`config.mk`:
```
export PLATFORM = sky130hd
export DESIGN_NAME = life_cell_gen
export DESIGN_NICKNAME = d
export VERILOG_FILES = /design/src/rtl/life_cell_gen.sv
export SDC_FILE = /design/constraint.sdc
export NUM_CORES = 1
export LEC_CHECK = 0
export ABC_AREA = 1
export BUFFER_PORTS_ARGS = -buffer_cell sky130_fd_sc_hd__clkbuf_2
export CORE_MARGIN = 2
export CORE_UTILIZATION = 30
export CTS_BUF_LIST = sky130_fd_sc_hd__clkbuf_4 sky130_fd_sc_hd__clkbuf_8
export CTS_CLUSTER_DIAMETER = 40
export DETAILED_ROUTE_END_ITERATION = 6
export HOLD_SLACK_MARGIN = 0.12
export SYNTH_ARGS = -nofsm -noshare
export SYNTH_HDL_FRONTEND = slang
export SYNTH_SLANG_ARGS = --single-unit
```
`constraint.sdc`:
```
create_clock -name clk -period 5.4 [get_ports clk]
set_clock_uncertainty 0.05 [all_clocks]
set_input_delay 0.54 -clock clk [delete_from_list [all_inputs] [get_ports clk]]
set_output_delay 0.54 -clock clk [all_outputs]
set_load 0.01 [all_outputs]
```
`src/rtl/life_cell_gen.sv`:
```
// rtl/life_cell_gen.sv - life-like cellular automaton cell with Generations decay, scan and age
module life_cell_gen #(
  parameter int NUM_STATES = 2,
  parameter int AGE_W = 8,
  localparam int STATE_W = (NUM_STATES > 2) ? $clog2(NUM_STATES) : 1
) (
  input  logic               clk,
  input  logic               reset,
  input  logic [7:0]         nbr,
  input  logic [8:0]         birth_mask,
  input  logic [8:0]         survive_mask,
  input  logic               enb,
  input  logic               write,
  input  logic               val,
  input  logic               scan_en,
  input  logic               scan_in,
  output logic               scan_out,
  output logic [STATE_W-1:0] state,
  output logic               alive,
  output logic [AGE_W-1:0]   age,
  output logic               changed
);

  // States are compared in a 9-bit space so NUM_STATES up to 256 fits without wrap.
  localparam logic [8:0] LAST9 = 9'(NUM_STATES - 1);
  localparam logic [8:0] DYING_FIRST = (NUM_STATES == 2) ? 9'd0 : 9'd2;
  localparam logic [AGE_W-1:0] AGE_MAX = '1;

  logic [3:0]         count;
  logic [8:0]         cur9;
  logic [8:0]         nxt9;
  logic [STATE_W-1:0] state_next;
  logic [STATE_W-1:0] scan_next;

  assign cur9       = 9'(state);
  assign state_next = nxt9[STATE_W-1:0];
  assign alive      = (state == STATE_W'(1));
  assign scan_out   = state[STATE_W-1];

  // Scan shifts MSB out first; a one-bit state simply takes the scan input.
  generate
    if (STATE_W > 1) begin : g_scan_wide
      assign scan_next = {state[STATE_W-2:0], scan_in};
    end else begin : g_scan_narrow
      assign scan_next = scan_in;
    end
  endgenerate

  // Live-neighbour count, 0..8, used directly as the rule-mask index.
  always_comb begin
    count = 4'd0;
    for (int i = 0; i < 8; i++) begin
      count = count + {3'b000, nbr[i]};
    end
  end

  // Rule evaluation: birth from dead, survive or start dying from alive,
  // dying states march to the last state then back to dead; illegal states go dead.
  always_comb begin
    nxt9 = 9'd0;
    if (cur9 == 9'd0) begin
      nxt9 = birth_mask[count] ? 9'd1 : 9'd0;
    end else if (cur9 == 9'd1) begin
      nxt9 = survive_mask[count] ? 9'd1 : DYING_FIRST;
    end else if (cur9 < LAST9) begin
      nxt9 = cur9 + 9'd1;
    end else begin
      nxt9 = 9'd0;
    end
  end

  // State, age and change flag; priority write > scan > step > hold.
  always_ff @(posedge clk or posedge reset) begin
    if (reset) begin
      state   <= '0;
      age     <= '0;
      changed <= 1'b0;
    end else if (write) begin
      state   <= val ? STATE_W'(1) : STATE_W'(0);
      age     <= '0;
      changed <= 1'b0;
    end else if (scan_en) begin
      state   <= scan_next;
      changed <= 1'b0;
    end else if (enb) begin
      state   <= state_next;
      changed <= (state_next != state);
      if ((cur9 == 9'd1) && (nxt9 == 9'd1)) begin
        age <= (age == AGE_MAX) ? age : age + AGE_W'(1);
      end else begin
        age <= '0;
      end
    end else begin
      changed <= 1'b0;
    end
  end

endmodule

```
==> results of run 1 <==
==> worst paths after layout <==
| check | end | slack [ns] | startpoint |
|---|---|---|---|
| max | age[5]$_DFFE_PP0P_ | 1.01 | nbr[0] |
| min | alive$_DFFE_PP0P_ | 0.18 | reset |
| max reg2reg | age[5]$_DFFE_PP0P_ | 3.34 | alive$_DFFE_PP0P_ |
| min reg2reg | age[6]$_DFFE_PP0P_ | 0.50 | age[6]$_DFFE_PP0P_ |
| max in group asynchronous | changed$_DFF_PP0_ | 4.85 | reset |
| min in group clk | changed$_DFF_PP0_ | 0.50 | enb |
==> worst max-delay path, delay by kind of cell <==
kind	cells	cell delay [ns]
and+or+nand+nor	11	1.04
buffers and inverters	7	0.47
adders and majority gates	6	2.41
==> flip-flops by register name (all words and copies together) (netlist names) <==
name and cells:
age 8, alive 1, changed 1
==> cells by family (layout without fill, tap and decap cells) <==
logic type	Yosys count	after routing	share of synthesized area (%)
DFF	10	10	25.5
adders and majority gates	9	9	14.6
buffers and inverters	29	73	12.3
and+or+nand+nor	84	84	39.5
xor gates and xnor gates	2	2	1.79
AOI/OAI and AO/OA	9	9	6.39
==> power breakdown <==
part           internal (mW)  switching [mW]  total [mW]
clock                 0.0256          0.0231      0.0487
sequential            0.0799         0.00665      0.0866
combinational         0.0721           0.106       0.178
==> layout by cell type (no fill, tap or decap), types with 2 or more instances in the layout <==
master,instances
nand2_1,39
nand2_2,3
fa_1,4
ha_1,5
inv_1,23
and3_1,2
o21ai_1,2
nor2_2,3
nor2_1,9
xnor2_1,2
clkbuf_4,3
dfrtp_1,10
nand4_1,2
clkbuf_2,44
nor3_1,3
nand3_1,20
o21ai_0,3
==> final cells by class <==
class / instances / area [µm²] / share of cell area, %
clock buffers: 3 / 22.5 / 1.79
inverters: 26 / 100 / 7.96
multi-input cells: 104 / 609 / 48.5
flip-flops and latches: 10 / 250 / 19.9
well taps: 44 / 55.1 / 4.38
repair buffers: 44 / 220 / 17.5
==> per-layer routing <==
layer  vias to the layer above  wire (µm)
met5                         -          0
met4                         0          0
met3                         0        110
met2                        20        995
met1                       453        961
li1                        538          -
==> per-stage QoR <==
| step | total power [mW] | worst slack, ns | hold WS (ns) | area (µm²) | utilization [%] |
|---|---|---|---|---|---|
| after CTS | 0.321 | 0.977 | 0.200 | 1260 | 40.9 |
| after global placement | 0.269 | 0.792 | 0.482 | 1230 | 40.1 |
| after floorplan | 0.226 | 1.14 | 0.330 | 980 | - |
| final | 0.313 | 1.01 | 0.178 | 1260 | 40.9 |
| after detailed placement | 0.269 | 0.690 | 0.487 | 1230 | 40.1 |
| after global routing | 0.357 | 0.608 | 0.215 | 1260 | 40.9 |
==> metrics.yaml, run 1 <==
outcome: "finished clean"
netlist-cell-type-count: 27
use_met3_pct: 3.78
clock_tree_from_tritoncts: "yes"
synth_edf_count: 0
power.density_cell_area_mw_per_mm2: 249
final_report_max_slew_violation_count: 0
finalWirelength_mm: 2.07
syn-num-nets: 185
area.growth.synth_to_final_pct: 28.4
critPathRequiredTime_ns: 5.50
instances_no_fill: 231
transition_time_of_the_tightest_slew_check_pin_ns: 0.380
clk_transition_reported_paths_ns: 0.06
max_freq_ghz: 0.228
dieArea_mm2: 0.00374
timing.reg2reg.worst_path_depth: 14
critical_path.cell_chain: "clkbuf_2 > inv_1 > fa_1 > fa_1 > fa_1 > inv_1 > ha_1 > fa_1 > inv_1 > nand3_1 > nand3_1 > nand2_1 > nand3b_1 > nand2_1 > ha_1 > inv_1 > nor2_1 > nand3_2 > nand2_4 > inv_4 > nand3_1 > nand2_1 > clkinv_1 > nor2_2"
ys_dominant_reg_cell: "dfrtp_1"
busiest_layer: "met2"
timing.critical_path.arrival_ns: 4.49
num_rows: 20
total_leakage_power_nw: 0.696
start_util_pct: 31.8
detail_route.iter0.violations: 30
port-buffer-count: 44
synthesized_cell_area_um2: 980
average_detailed_routed_wire_length_per_instance_um: 8.95
criticalPathCategory: "input port to flip-flop"
netlist.area_leader.share_pct: 25.5
max-clock-path-buffers: 2
share_of_the_yosys_chip_area_belonging_to_registers_pct: 25.5
antenna_cells_inserted: 0
gp_congestion: 0.900
clock_latency_late_sink_ns: 0.26
totalNegativeSetupSlack_ns: 0
slew_headroom_pct: 74.7
synthesis.area_per_instance_um2: 6.85
number_of_antenna_violations_at_the_first_check_in_global_routing: 0
numClockSinks: 10
met1_usage_pct: 17.4
placed_cells_incl_taps: 228
overflow: 0
drive_gt1_share_pct: 31.6
setup_violators_final: 0
routed_via_density: 4.38
synth.largest_area_cell: "dfrtp_1"
synthArstFlopShare_pct: 100
hpwlAfterDp_mm: 1.83
first_pass_grt_wire_length_mm: 3.75
final.period_utilization_pct: 81.2
grt_start_max_net_pins: 11
cp_slowest_stage_delay_ns: 0.61
synth.ff_latch_count: 10
grt_util_met2_pct: 21.7
post_cts_resize_count: 0
routed-via-count: 1011
detailedRoute.firstPassIterationCount: 4
drc_errors: 0
count_of_nets_after_finishing: 231
ant_nets: 0
synthesis.yosys.warnings: 0
clockRootBuffer: "clkbuf_4"
num-fill-cells: 334
tritoncts.num_buffers: 3
post_cts_hold_buffer_count: 0
post_cts.repair.setup_buffers: 0
cp_endpoint_kind: "flip-flop"
leading_post_synthesis_cells_by_cell_area: "dfrtp_1 (26%), nand2_1 (15%), nand3_1 (10%), inv_1 (8.8%), fa_1 (8.2%)"
cap_violations: 0
die-height_um: 61.1
crit_slowest_cell: "fa_1"
syn_inst: 143
rsz0062_at_grt: "false"
post_synth_most_frequent_cells: "nand2_1 (39), inv_1 (23), nand3_1 (20), dfrtp_1 (10), nor2_1 (9)"
top_level_ports: 45
die_width_um: 61.1
timing.final.hold_violations: 0
worst_ir_drop_vdd_v: 0.0000944
worstSetupStartpointType: "input port"
hold_path_class: "input port to async pin"
grt.total_usage_pct: 13.1
finalWorstPathRequiredPeriod_ns: 4.39
maximum_fanout_count_along_the_critical_path: 8
coreArea_mm2: 0.00308
grt_pass1_vias: 930
cts_htree_levels: 1
synth.most_common_cell: "nand2_1"
(Power assumes the default switching activity.)
==> run 2: changes to the inputs <==
- ABC_AREA: 1 -> 0
- clock period: 5.4 -> 4.5 ns (I/O delays scaled with it)
==> run 2 against run 1 <==
Hold slack improved by 0.30 ns. Register-to-register slack worse by 1.1 ns. Final area is 9.6% higher. Cell count decreased by 14%. Area after synthesis decreased by 0.38%. Power is 39% higher. Utilization rose by 3.9 points. Largest cell class unchanged.
==> metrics.yaml, run 2 <==
outcome: "finished clean"
top_register: "age"
ys_dominant_reg_cell: "dfrtp_1"
fin_util_pct: 44.8
synth.ff_latch_count: 10
timing.final.hold_violations: 0
average_detailed_routed_wire_length_per_instance_um: 11.1
max-clock-path-buffers: 2
most-common-layout-cells: "clkbuf_2 (43), inv_1 (12), dfrtp_1 (10), nand2_1 (8)"
overflow: 0
holdCritStartpoint: "age[0]$_DFFE_PP0P_"
rsz0062_at_grt: "true"
detail_route.iter0.violations: 50
syn_inst: 105
holdPathStages: 1
final_common_cell: "clkbuf_2"
critPathRequiredTime_ns: 4.61
syn-num-nets: 147
routed-via-count: 961
top_level_ports: 45
cap_violations: 0
timing.reg2reg.worst_path_depth: 9
die_width_um: 61.0
sum_of_internal_switching_and_leakage_power_uw: 435
finalWirelength_mm: 2.21
max_freq_ghz: 0.226
drc_errors: 0
die-height_um: 61.0
total_leakage_power_nw: 0.702
netlist.area_leader.share_pct: 25.6
hold_path_class: "flip-flop to flip-flop"
detailedRoute.firstPassIterationCount: 4
hpwlAfterDp_mm: 1.78
setup_violators_final: 0
synthesis.yosys.warnings: 0
netlist-cell-type-count: 38
critical_path.most_common_cell: "fa_1"
multi_input_gate_area_um2: 676
max_reg_flops: 8
grt_start_max_net_pins: 12
coreArea_mm2: 0.00308
final_report_max_slew_violation_count: 0
numClockSinks: 10
critical_path.reg2reg.endpoint: "age[7]$_DFFE_PP0P_"
grt_pass1_vias: 877
cp_slowest_stage_delay_ns: 0.60
regArea_um2: 250
number_of_antenna_violations_at_the_first_check_in_global_routing: 0
synth.largest_area_cell: "dfrtp_1"
worst_ir_drop_vdd_v: 0.000174
synth_edf_count: 0
leading_post_synthesis_cells_by_cell_area: "dfrtp_1 (26%), fa_1 (8.2%), ha_1 (6.4%), inv_1 (5.4%), mux4_1 (5.4%)"
clock_tree_from_tritoncts: "yes"
gp_congestion: 0.868
power.density_cell_area_mw_per_mm2: 316
clock_latency_late_sink_ns: 0.26
post_synth_most_frequent_cells: "inv_1 (14), dfrtp_1 (10), nand2_1 (8), o21ai_0 (8), nor2_1 (6)"
dieArea_mm2: 0.00373
worstSetupStartpointType: "input port"
maximum_fanout_count_along_the_critical_path: 6
final.period_utilization_pct: 98.1
routed_via_density: 4.83
synthesis.area_per_instance_um2: 9.29
ant_nets: 0
synth.most_common_cell: "inv_1"
timing.hold.worst_endpoint: "age[0]$_DFFE_PP0P_"
share_of_the_yosys_chip_area_belonging_to_registers_pct: 25.6
finalWorstPathRequiredPeriod_ns: 4.42
r2r-start: "alive$_DFFE_PP0P_"
criticalPathCategory: "input port to flip-flop"
start_util_pct: 31.7
transition_time_of_the_tightest_slew_check_pin_ns: 0.390
grt.total_usage_pct: 12.7
critical_path.cell_chain: "buf_8 > inv_8 > fa_1 > fa_1 > fa_1 > inv_1 > ha_2 > fa_2 > mux4_2 > nor2b_4 > a211oi_2 > o21ai_2 > ha_2 > nand4_1 > o21ai_1 > and2_4 > or2_4 > o41ai_2"
drive_gt1_share_pct: 47.7
area.growth.synth_to_final_pct: 41.2
antenna_cells_inserted: 0
clk_transition_reported_paths_ns: 0.07
synthesized_cell_area_um2: 976
clockRootBuffer: "clkbuf_4"
cts_htree_levels: 1
synthArstFlopShare_pct: 100
timing.critical_path.arrival_ns: 4.53
count_of_nets_after_finishing: 198
num-fill-cells: 306
slew_headroom_pct: 74.0
cp_endpoint_kind: "flip-flop"
tritoncts.num_buffers: 3
first_pass_grt_wire_length_mm: 3.65
crit_slowest_cell: "fa_2"
reg2reg_slack_ns: 2.24
port-buffer-count: 44
num_rows: 20
run 2: cell type report:
cell class              count  area share (%)
flip-flops and latches     10            18.2
multi-input cells          74            49.0
inverters                  15            4.63
repair buffers             52            21.5
clock buffers               4            2.63
well taps                  44            4.00
run 2: timing repair:
| item | CTS | global route |
|---|---|---|
| endpoints found under the setup margin | 4 | 8 |
| gates resized for setup | 4 | 13 |
| buffers inserted | 1 | 0 |
| pin swaps | 1 | 2 |
| hold buffers | 1 | 0 |
| endpoints found under the hold margin | 10 | 0 |
run 2: cell families after synthesis:
kind of cell,Yosys count,synth area share (%)
xor gates and xnor gates,1,2.82
AOI/OAI and AO/OA,28,20.0
DFF,10,25.6
and+or+nand+nor,30,16.2
adders and majority gates,9,14.6
muxes,6,10.9
buffers and inverters,21,9.87
run 2: worst max-delay path: cells and delay by family:
family / cells / cell delay [ns]
AND/OR/NAND/NOR: 4 / 0.63
multiplexers: 1 / 0.31
AO/OA/AOI/OAI: 4 / 0.52
adder cells (fa/ha/maj): 6 / 2.45
buffers and inverters: 3 / 0.15
run 2: worst max-delay path by stage:
stage | start | end | slack [ns]
CTS | nbr[3] | age[6]$_DFFE_PP0P_ | 0.007
global route | nbr[3] | age[4]$_DFFE_PP0P_ | -0.06
finish | nbr[3] | age[7]$_DFFE_PP0P_ | 0.08
global placement | nbr[3] | age[7]$_DFFE_PP0P_ | -0.28
detailed placement | nbr[3] | age[3]$_DFFE_PP0P_ | -0.39
floorplan | nbr[3] | age[7]$_DFFE_PP0P_ | -0.16
run 2: metrics by stage:
step                cells  setup TNS, ns  instance area [µm²]  setup slack (ns)  hold slack [ns]
floorplan             105         -0.712                 1000            -0.156            0.240
global placement      193          -1.74                 1270            -0.277            0.375
global route          199         -0.118                 1380           -0.0609            0.494
finish                199              0                 1380            0.0835            0.477
CTS                   199              0                 1330           0.00664            0.470
detailed placement    193          -2.25                 1270            -0.386            0.381
run 2: layer usage:
metal / vias up / share of wire (%) / GRT usage (%)
li1: 471 / - / -
met1: 438 / 43 / 16.8
met2: 48 / 47 / 20.7
met3: 4 / 8.1 / 2.52
met4: 0 / 1.1 / 4.66
met5: - / 0 / 0
run 2: power breakdown:
group          switching [mW]  leakage, nW  internal, mW
Sequential            0.00984        0.138        0.0952
Clock                  0.0325       0.0210        0.0491
Combinational           0.111        0.543         0.137
==> run 3: changes to the inputs <==
- CTS_CLUSTER_SIZE: unset -> 16
- RECOVER_POWER: unset -> 25
- REMOVE_ABC_BUFFERS: unset -> 1
==> run 3 against run 2 <==
Critical path depth increased by 1. Non-clock buffer count increased by 5. Worst setup slack got worse by 0.021 ns. Global-route usage increased by 1.2 points. Hold slack got worse by 0.013 ns. Final area increased by 0.27%. Largest power group unchanged.
==> metrics.yaml, run 3 (synthesis results as in run 2) <==
crit_slowest_cell: "fa_2"
final_design_instance_area_without_fill_mm2: 0.00138
critPathRequiredTime_ns: 4.64
finalWorstPathRequiredPeriod_ns: 4.44
num_rows: 20
ant_nets: 0
overflow: 0
setup_violators_final: 0
final_report_max_slew_violation_count: 0
drive_gt1_share_pct: 49.1
count_of_nets_after_finishing: 203
worst_ir_drop_vdd_v: 0.000111
detail_route.iter0.violations: 29
final.period_utilization_pct: 98.6
first_pass_grt_wire_length_mm: 3.95
gp_congestion: 0.852
dieArea_mm2: 0.00373
clockRootBuffer: "clkbuf_4"
totalNegativeSetupSlack_ns: 0
top_register: "age"
antenna_cells_inserted: 0
average_detailed_routed_wire_length_per_instance_um: 12.1
clock_tree_from_tritoncts: "yes"
detailedRoute.firstPassIterationCount: 6
placed_cells_incl_taps: 195
cts_htree_levels: 1
critical_path.most_common_cell: "fa_1"
finalWirelength_mm: 2.45
final_common_cell: "clkbuf_2"
outcome: "finished clean"
clock_latency_late_sink_ns: 0.27
top_level_ports: 45
number_of_antenna_violations_at_the_first_check_in_global_routing: 0
cp_num_buf_inv: 4
port-buffer-count: 44
tritoncts.num_buffers: 3
total_leakage_power_nw: 0.713
numClockSinks: 10
max_freq_ghz: 0.225
routed_via_density: 4.71
timing.critical_path.arrival_ns: 4.58
routed-via-count: 956
max-clock-path-buffers: 2
die_width_um: 61.0
drc_errors: 0
start_util_pct: 31.7
grt.total_usage_pct: 13.9
area.growth.synth_to_final_pct: 41.5
cp_slowest_stage_delay_ns: 0.57
num-fill-cells: 312
maximum_fanout_count_along_the_critical_path: 5
rsz0062_at_grt: "true"
worstSetupStartpointType: "input port"
criticalPathCategory: "input port to flip-flop"
hpwlAfterDp_mm: 1.98
critical_path.cell_chain: "buf_6 > inv_2 > fa_1 > fa_1 > fa_1 > inv_2 > ha_4 > fa_2 > mux4_2 > nor2b_4 > a211oi_2 > o21ai_1 > ha_2 > nand4_1 > o21ai_1 > and2_1 > or2_4 > buf_6 > o21ai_2"
multi_input_gate_area_um2: 663
power.density_cell_area_mw_per_mm2: 334
transition_time_of_the_tightest_slew_check_pin_ns: 0.417
cap_violations: 0
clk_transition_reported_paths_ns: 0.06
die-height_um: 61.0
critPathTopFamily: "adder cells"
grt_pass1_vias: 950
hold_path_class: "flip-flop to flip-flop"
most-common-layout-cells: "clkbuf_2 (43), inv_1 (12), dfrtp_1 (10), buf_4 (10), nand2_1 (8)"
instances_no_fill: 203
cp_endpoint_kind: "flip-flop"
coreArea_mm2: 0.00308
timing.final.hold_violations: 0
place_area_mm2: 0.00127
max_reg_flops: 8
slew_headroom_pct: 72.2
regArea_um2: 250
grt_start_max_net_pins: 12
[run 3: worst paths after layout]
path,start,to,slack [ns],cells past startpoint
setup / recovery,nbr[3],age[0]$_DFFE_PP0P_,0.06,19
hold / removal,age[6]$_DFFE_PP0P_,age[6]$_DFFE_PP0P_,0.46,1
setup reg to reg,alive$_DFFE_PP0P_,age[0]$_DFFE_PP0P_,2.24,10
hold reg to reg,age[6]$_DFFE_PP0P_,age[6]$_DFFE_PP0P_,0.46,1
max in group asynchronous,reset,age[1]$_DFFE_PP0P_,3.46,3
min in group asynchronous,reset,changed$_DFF_PP0_,0.64,3
[run 3: power by group]
group	leakage (nW)	switching (mW)	internal, mW
sequential	0.138	0.0108	0.0952
combinational	0.562	0.122	0.173
clock	0.0138	0.0303	0.0309
[run 3: worst register-to-register path, delay by kind of cell, from the launching register on]
| family | cells | cell delay, ns |
|---|---|---|
| multiplexers | 1 | 0.14 |
| AND/OR/NAND/NOR | 4 | 0.72 |
| AO/OA/AOI/OAI | 2 | 0.25 |
| flip-flops | 1 | 0.58 |
| buffers and inverters | 2 | 0.24 |
| adder cells (fa/ha/maj) | 1 | 0.21 |
[run 3: final cells by class]
| type | instances | area share, % |
|---|---|---|
| flip-flops and latches | 10 | 18.1 |
| well taps | 44 | 3.99 |
| repair buffers | 57 | 24.2 |
| inverters | 15 | 4.08 |
| multi-input cells | 74 | 48.0 |
| clock buffers | 3 | 1.63 |
[run 3: timing repair]
action,4_1_cts,5_1_grt
setup buffers,2,2
hold buffers,1,0
gates resized for setup,16,3
hold endpoints to repair,10,0
pin swaps,10,5
endpoints found under the setup margin,6,8
[run 3: stage by stage]
stage | hold slack [ns] | total power, mW | utilization (%) | worst slack (ns)
3_3_place_gp | 0.396 | 0.343 | 41.3 | -0.292
6_report | 0.463 | 0.462 | 44.9 | 0.0630
5_1_grt | 0.484 | 0.505 | 44.9 | -0.120
3_5_place_dp | 0.399 | 0.349 | 41.3 | -0.382
2_1_floorplan | 0.240 | 0.261 | - | -0.232
4_1_cts | 0.467 | 0.455 | 44.2 | -0.00649
[run 3: metal layers]
layer  wire length (µm)  track usage, %  vias to the layer above
met5                  0               0                        -
met4                  9            2.17                        0
met3                104            3.15                        2
met2               1330            25.5                       25
met1               1010            17.0                      452
li1                   -               -                      477
